==> config.mk <==
export PLATFORM = sky130hd
export DESIGN_NAME = sifh_peak_scan
export DESIGN_NICKNAME = d
export VERILOG_FILES = /design/src/rtl/sifh_peak_scan.sv
export SDC_FILE = /design/constraint.sdc
export NUM_CORES = 1
export LEC_CHECK = 0
export ABC_CLOCK_PERIOD_IN_PS = 2400
export BUFFER_PORTS_ARGS = -buffer_cell sky130_fd_sc_hd__clkbuf_2
export CORE_ASPECT_RATIO = 0.9
export CORE_MARGIN = 2
export CORE_UTILIZATION = 54
export DETAILED_ROUTE_END_ITERATION = 10
export PLACE_DENSITY_LB_ADDON = 0.2
export SYNTH_ARGS = -nofsm -noshare
export SYNTH_HDL_FRONTEND = slang
export SYNTH_SLANG_ARGS = --single-unit
==> constraint.sdc <==
create_clock -name clk -period 2.4 [get_ports clk]
set_input_delay 0.36 -clock clk [delete_from_list [all_inputs] [get_ports clk]]
set_output_delay 0.36 -clock clk [all_outputs]
set_load 0.05 [all_outputs]
==> src/rtl/sifh_peak_scan.sv <==
// Sweeps every pixel histogram in the RAM, reports the peak bin and count per pixel
// over valid/ready, and optionally zeroes each bin right after it has been read.
module sifh_peak_scan #(
    parameter int NB        = 8,
    parameter int CW        = 8,
    parameter int BINS      = 64,
    parameter int PIXELS    = 4,
    parameter int MIN_COUNT = 2,
    parameter int CLEAR     = 1,
    localparam int PW = (PIXELS > 1) ? $clog2(PIXELS) : 1,
    localparam int BW = (BINS > 1) ? $clog2(BINS) : 1
) (
    input  logic          clk,
    input  logic          res,
    input  logic          start,
    output logic          busy,
    output logic          done,
    output logic [NB-1:0] ram_raddr,
    output logic          ram_ren,
    input  logic [CW-1:0] ram_rdata,
    output logic [NB-1:0] ram_waddr,
    output logic          ram_wen,
    output logic [CW-1:0] ram_wdata,
    output logic          peak_valid,
    input  logic          peak_ready,
    output logic [PW-1:0] peak_pixel,
    output logic [BW-1:0] peak_bin,
    output logic [CW-1:0] peak_count,
    output logic          peak_hit
);

    typedef enum logic [2:0] {
        IDLE,
        SCAN,
        DRAIN,
        EMIT,
        FIN
    } state_t;

    state_t        state;
    logic [PW-1:0] p;
    logic [BW-1:0] b;
    logic          rvalid;
    logic [BW-1:0] rbin;
    logic [CW-1:0] max;
    logic [BW-1:0] max_bin;

    assign ram_wdata = '0;

    always_ff @(posedge clk) begin
        if (res) begin
            state      <= IDLE;
            p          <= '0;
            b          <= '0;
            rvalid     <= 1'b0;
            rbin       <= '0;
            max        <= '0;
            max_bin    <= '0;
            busy       <= 1'b0;
            done       <= 1'b0;
            ram_raddr  <= '0;
            ram_ren    <= 1'b0;
            ram_waddr  <= '0;
            ram_wen    <= 1'b0;
            peak_valid <= 1'b0;
            peak_pixel <= '0;
            peak_bin   <= '0;
            peak_count <= '0;
            peak_hit   <= 1'b0;
        end else begin
            // Read data returns one cycle after ram_ren; the clear write trails it by the same cycle.
            rvalid    <= ram_ren;
            rbin      <= b;
            ram_wen   <= ram_ren && (CLEAR != 0);
            ram_waddr <= ram_raddr;

            if (rvalid && (ram_rdata > max)) begin
                max     <= ram_rdata;
                max_bin <= rbin;
            end

            case (state)
                IDLE: begin
                    done <= 1'b0;
                    if (start) begin
                        state     <= SCAN;
                        busy      <= 1'b1;
                        p         <= '0;
                        b         <= '0;
                        max       <= '0;
                        max_bin   <= '0;
                        ram_ren   <= 1'b1;
                        ram_raddr <= '0;
                    end
                end
                SCAN: begin
                    if (b == BW'(BINS - 1)) begin
                        ram_ren <= 1'b0;
                        state   <= DRAIN;
                    end else begin
                        b         <= b + BW'(1);
                        ram_raddr <= ram_raddr + NB'(1);
                        ram_ren   <= 1'b1;
                    end
                end
                DRAIN: begin
                    state <= EMIT;
                end
                EMIT: begin
                    if (!peak_valid) begin
                        peak_valid <= 1'b1;
                        peak_pixel <= p;
                        peak_bin   <= max_bin;
                        peak_count <= max;
                        peak_hit   <= (max >= CW'(MIN_COUNT));
                    end else if (peak_ready) begin
                        peak_valid <= 1'b0;
                        max        <= '0;
                        max_bin    <= '0;
                        if (p == PW'(PIXELS - 1)) begin
                            state <= FIN;
                            busy  <= 1'b0;
                            done  <= 1'b1;
                        end else begin
                            // ram_raddr still holds the previous pixel's last bin address.
                            state     <= SCAN;
                            p         <= p + PW'(1);
                            b         <= '0;
                            ram_ren   <= 1'b1;
                            ram_raddr <= ram_raddr + NB'(1);
                        end
                    end
                end
                FIN: begin
                    done  <= 1'b0;
                    state <= IDLE;
                end
                default: state <= IDLE;
            endcase
        end
    end

endmodule

# After elaboration in Yosys (flattened, before gate mapping)
# Cells that the tools add are included.
op_classes:
  muxes: 49
  n_eq_ne: 13
  reduce_logical: 13
  addsub: 3
  order_cmp: 2
  bitwise: 1
op_table:
  columns: ["cell", "count"]
  rows:
  - ["two-way mux 8 bit", 9]
  - ["two-way mux 6 bit", 9]
  - ["one-hot mux 8 bit (3 select lines)", 1]
  - ["one-hot mux 6 bit (3 select lines)", 1]
  - ["one-hot mux 8 bit (2 select lines)", 1]
  - ["two-way mux 3 bit", 5]
  - ["AND reduction 5 bit", 3]
  - ["inequality test 2 bit (second input constant)", 7]
  - ["two-way mux 1 bit", 13]
  - ["one-hot mux 3 bit (4 select lines)", 1]
  - ["one-hot mux 6 bit (2 select lines)", 1]
  - ["adder 8 x 1 -> 8 bit (second input constant)", 1]
  - ["greater-or-equal comparator 8 x 2 -> 1 bit (second input constant)", 1]
  - ["> comparator 8 bit", 1]
  - ["two-way mux 2 bit", 4]
  - ["AND reduction 4 bit", 2]
  - ["adder 6 x 1 -> 6 bit (second input constant)", 1]
  - ["equality test 3 x 2 -> 1 bit (second input constant)", 2]
  - ["equality test 6 bit (second input constant)", 1]
  - ["AND reduction 6 bit", 1]
  - ["one-hot mux 1 bit (2 select lines)", 2]
  - ["one-hot mux 2 bit (2 select lines)", 1]
  - ["nonzero test 2 bit", 2]
  - ["equality test 3 x 1 -> 1 bit (second input constant)", 1]
  - ["10 further kinds", 10]
totals:
  word_cells: 98
  input_bits: 12
  ff_bits: 69

# Longest topological paths before layout
depth:
  word_depth: 6
  mapped_depth: 9

# Worst setup path after synthesis
# Ideal clock, no wire load.
synth_timing:
  path_kind: "register to register"
  start: "reg peak_valid"
  end: "reg ram_raddr[5]"
  stages_incl_launch_ff: 6
  setup_time_ns: 0.115
  slack_ns: 0.322
  path_buffers: 0
  arrival_time_ns: 1.963
  cell_sequence: "dfxtp_1 nand2_2 a311oi_4 o21ai_2 o31a_1 o21a_1"
synth_between:
  elab_chain_len: 2
synth_rtl:
  columns: ["element", "line_no", "source"]
  rows:
  - ["start, declared", "24", "output logic peak_valid,"]
  - ["start signal, assigned", "65", "peak_valid <= 1'b0;"]
  - ["start signal, assigned", "111", "peak_valid <= 1'b1;"]
  - ["start signal, assigned", "117", "peak_valid <= 1'b0;"]
  - ["inequality test 2 bit (no source line)", null, null]
  - ["AND reduction 6 bit (no source line)", null, null]
  - ["end signal, assigned", "102", "ram_raddr <= ram_raddr + NB'(1);"]
  - ["end signal, assigned", "130", "ram_raddr <= ram_raddr + NB'(1);"]
  - ["end, declared", "18", "output logic [NB-1:0] ram_raddr,"]
# Every way passes these cells.
# A chain may end at the register's enable or synchronous reset.

# Worst setup path after layout
layout_timing:
  start: "reg state[0]"
  end: "reg ram_raddr[5]"
layout_between:
  elab_chain_len: 3
  elab_cells_between_ends: 11
layout_rtl:
  columns: ["element", "line_no", "source"]
  rows:
  - ["start, declared", "40", "state_t state;"]
  - ["start signal, assigned", "52", "state <= IDLE;"]
  - ["start signal, assigned", "86", "state <= SCAN;"]
  - ["start signal, assigned", "99", "state <= DRAIN;"]
  - ["equality test 3 x 2 -> 1 bit (tied with other cells)", "82", "case (state)"]
  - ["inequality test 2 bit (no source line) or nonzero test 3 bit (tied branches)", null, null]
  - ["AND reduction 6 bit (no source line)", null, null]
# Parallel ways exist; a longest one is shown, timed or not.

==> results by group <==
Setup path
  • Largest stage delay on the critical path: 0.64 ns
  • Critical path arrival: 2.30 ns
  • Cell family contributing the most delay on the critical path: compound AO/OA/AOI/OAI gates
  • Cell with the largest stage delay on the worst path: sky130_fd_sc_hd__dfxtp_1
  • Cell-by-cell listing of the critical path: nor3_1 > a311oi_4 > o21ai_2 > o31a_1 > o21a_1
  • Sum of buffers and inverters on the critical path: 0
  • Worst-path maximum fanout: 16
  • Critical path required time: 2.64 ns
  • Setup crit end kind: flop
  • Setup CP Type: flop to flop
  • Setup crit start kind: flop

Logic synthesis
  • Ranking of synthesized cells by area: sky130_fd_sc_hd__dfxtp_1 (47%), sky130_fd_sc_hd__nand2_1 (5.3%), sky130_fd_sc_hd__a21oi_1 (5.1%)
  • Synth Register Bits: 69
  • Netlist Area Pre-Place: 0.00292 mm^2
  • Area fraction of the dominant cell type after synthesis: 47.3%
  • Top_reg_cell synth: sky130_fd_sc_hd__dfxtp_1
  • Number of distinct library cells after synthesis: 46
  • Post-synthesis average cell area: 8.88 um^2
  • Count of flip-flops with a built-in enable after synthesis: 0
  • Fraction of synthesis flops using an asynchronous set or reset pin: 0%
  • Synth Instances: 329
  • Part of the Yosys area used for sequential elements: 47.3%
  • Yosys warning count: 0
  • Top cell type by total area after synthesis: sky130_fd_sc_hd__dfxtp_1

Route
  • Aggregate routed wire length: 5.80 mm
  • DRC: 0
  • Post-detailed-route via-to-cell ratio: 5.26
  • Post-DRT Antenna Nets: 0
  • WL/cell: 12.9 um
  • Number of iterations in the first detailed-routing pass: 4
  • Total via count after detailed routing: 2374
  • Iteration-0 DRC count of the detailed router: 107

Hold path
  • Class of the worst hold path: input port to flop

Placed design
  • Number of placed instances with taps included: 435
  • RePlAce Congestion: 0.805
  • Count of buffers inserted at the top-level ports: 49
  • Dpl hpwl: 4.03 mm

Layout
  • Net count of the finished layout: 402
  • Highest-count cells in the layout ignoring fill and taps: sky130_fd_sc_hd__dfxtp_1 (69), sky130_fd_sc_hd__clkbuf_2 (49), sky130_fd_sc_hd__nand2_1 (41), sky130_fd_sc_hd__a21oi_1 (30), sky130_fd_sc_hd__nor2_1 (30)
  • Antenna diode instance count: 0
  • Final Instance Count excl. Fillers: 451
  • Share of post-route cells with drive strength above 1: 21.1%
  • Area growth syn-to-layout: 16.3%
  • Most common library cell in the layout ignoring fill and taps: sky130_fd_sc_hd__dfxtp_1

Floorplanning
  • Placeable Area: 0.00522 mm^2
  • Die X: 81.5 um
  • Row count: 25
  • Initial core utilization: 55.9%
  • Die boundary height: 73.8 um
  • Die Footprint: 0.00601 mm^2
  • Number of I/O pins: 58

Timing
  • Worst setup skew after layout: 0.00767 ns
  • Period Utilization, post-route: 85.7%
  • Number of pins exceeding their max-slew limit in the final report: 0
  • Unrepaired setup endpoints after global routing: no
  • Final number of hold-violating endpoints: 0
  • Max-slew headroom at the worst pin: 59.1%
  • Post-route minimum period: 2.06 ns
  • Achievable Freq: 0.486 GHz
  • Final sum of negative setup slack: 0 ns
  • Setup-violating endpoint count in the final report: 0
  • Worst-Margin Slew: 0.613 ns

Global routing
  • Global routing met1 resource utilization: 26.9%
  • Grt total ovfl: 0
  • First-pass GRT wire length: 9.36 mm
  • Antenna violations before repair: 0
  • Highest-utilization routing layer at the global route stage: met2
  • Largest net degree at the start of global routing: 25
  • Global routing usage on met3: 7.37%
  • Met2 usage: 32.5%
  • Number of global-route vias before repair: 2067
  • Total global routing track utilization: 20.8%

Clocking
  • Worst-skew pair later-pin latency: 0.35 ns
  • Sink count of the clock tree: 69
  • Clk slew on worst S/H paths: 0.08 ns
  • TritonCTS clock tree: built
  • Root buf cell: sky130_fd_sc_hd__clkbuf_8
  • CTS H-Tree Depth: 3
  • Hold buffer count at CTS: 0
  • Longest Clk Path Bufs: 2
  • Post-cts gate resize count: 0
  • Number of buffers created by CTS: 9
  • Post-CTS Setup Inserts: 0

Pwr
  • VDD IR max: 403 uV
  • Standby leakage power: 1.35 nW
  • Areal power density over the cells: 676 mW/mm^2

Run
  • Number of max-capacitance violations reported: 0

Run status
  • Run status: completed
-- synthesized netlist by cell type, types with 2 or more instances --
master	number
sky130_fd_sc_hd__a311oi_1	3
sky130_fd_sc_hd__buf_2	7
sky130_fd_sc_hd__clkbuf_1	8
sky130_fd_sc_hd__a211oi_1	3
sky130_fd_sc_hd__buf_4	8
sky130_fd_sc_hd__a22oi_1	2
sky130_fd_sc_hd__nand2b_1	2
sky130_fd_sc_hd__a21oi_1	30
sky130_fd_sc_hd__mux2i_1	14
sky130_fd_sc_hd__dfxtp_1	69
sky130_fd_sc_hd__o21ai_0	11
sky130_fd_sc_hd__nand4_1	3
sky130_fd_sc_hd__ha_1	11
sky130_fd_sc_hd__nor3_1	8
sky130_fd_sc_hd__or3_1	6
sky130_fd_sc_hd__nand3_1	7
sky130_fd_sc_hd__nand2_1	41
sky130_fd_sc_hd__o21ai_2	2
sky130_fd_sc_hd__o21a_1	3
sky130_fd_sc_hd__inv_1	13
sky130_fd_sc_hd__a21o_1	2
sky130_fd_sc_hd__nor2_1	30
sky130_fd_sc_hd__nor4_1	3
sky130_fd_sc_hd__nor2b_1	15
sky130_fd_sc_hd__xor2_1	4
sky130_fd_sc_hd__o211ai_1	3
sky130_fd_sc_hd__or2_2	2
-- sequential cells by signal (all words and copies together) (netlist names), 6 cells and up --
signal	count
peak_bin	6
max_bin	6
ram_waddr	8
rbin	6
b	6
max	8
peak_count	8
ram_raddr	8
-- path summary, 6_finish.rpt --
check	depth (start not counted)	end	start	slack, ns
min	3	max[5]	ram_rdata[5]	0.26
max reg2reg	5	ram_raddr[5]	state[0]	0.34
min reg2reg	2	peak_count[4]	peak_count[4]	0.46
max	5	ram_raddr[5]	state[0]	0.34
-- tightest hold or removal path, cell delays in order --
cell and delay, ns:
sky130_fd_sc_hd__clkbuf_2 0.09, sky130_fd_sc_hd__mux2i_1 0.06, sky130_fd_sc_hd__nor2_1 0.07
-- power breakdown --
part,total (W),switching (W),internal (W)
Combinational,0.000185,0.000127,0.0000578
Clock,0.000938,0.000455,0.000483
Sequential,0.00117,0.0000158,0.00116
Total,0.00230,0.000598,0.00170
-- cell type report --
class	instances	area, um^2
Timing Repair Buffer	56	298
Sequential cell	69	1380
Inverter	13	48.8
Clock buffer	9	124
Tap cell	67	83.8
Fill cell	445	1830
Clock inverter	7	72.6
Multi-Input combinational cell	230	1390
-- routing by layer --
metal | vias to the layer above | part of all wire, %
met1 | 1091 | 49
met2 | 57 | 45
met5 | - | 0
li1 | 1217 | -
met4 | 0 | 1.2
met3 | 9 | 4.9
-- metrics by stage --
stage	setup slack [ns]	power (W)	utilization, %	cell area [um^2]	hold WS, ns
6_report	0.344	0.00230	65.0	3400	0.261
5_1_grt	0.214	0.00240	65.0	3400	0.272
4_1_cts	0.361	0.00232	65.0	3400	0.250
3_5_place_dp	0.385	0.00139	61.2	3200	0.449
3_3_place_gp	0.504	0.00138	61.2	3200	0.441
2_1_floorplan	0.322	0.00135	-	2950	0.431
-- cell families after synthesis --
| family | after synthesis | synth area share [%] |
|---|---|---|
| other | 1 | 0.128 |
| muxes | 14 | 4.80 |
| and+or+nand+nor | 125 | 20.6 |
| xor gates and xnor gates | 4 | 1.20 |
| DFF | 69 | 47.3 |
| adders and majority gates | 11 | 4.71 |
| AOI/OAI and AO/OA | 68 | 15.2 |
| buffers and inverters | 37 | 6.08 |
No activity file was read; power rests on OpenSTA's default activity.
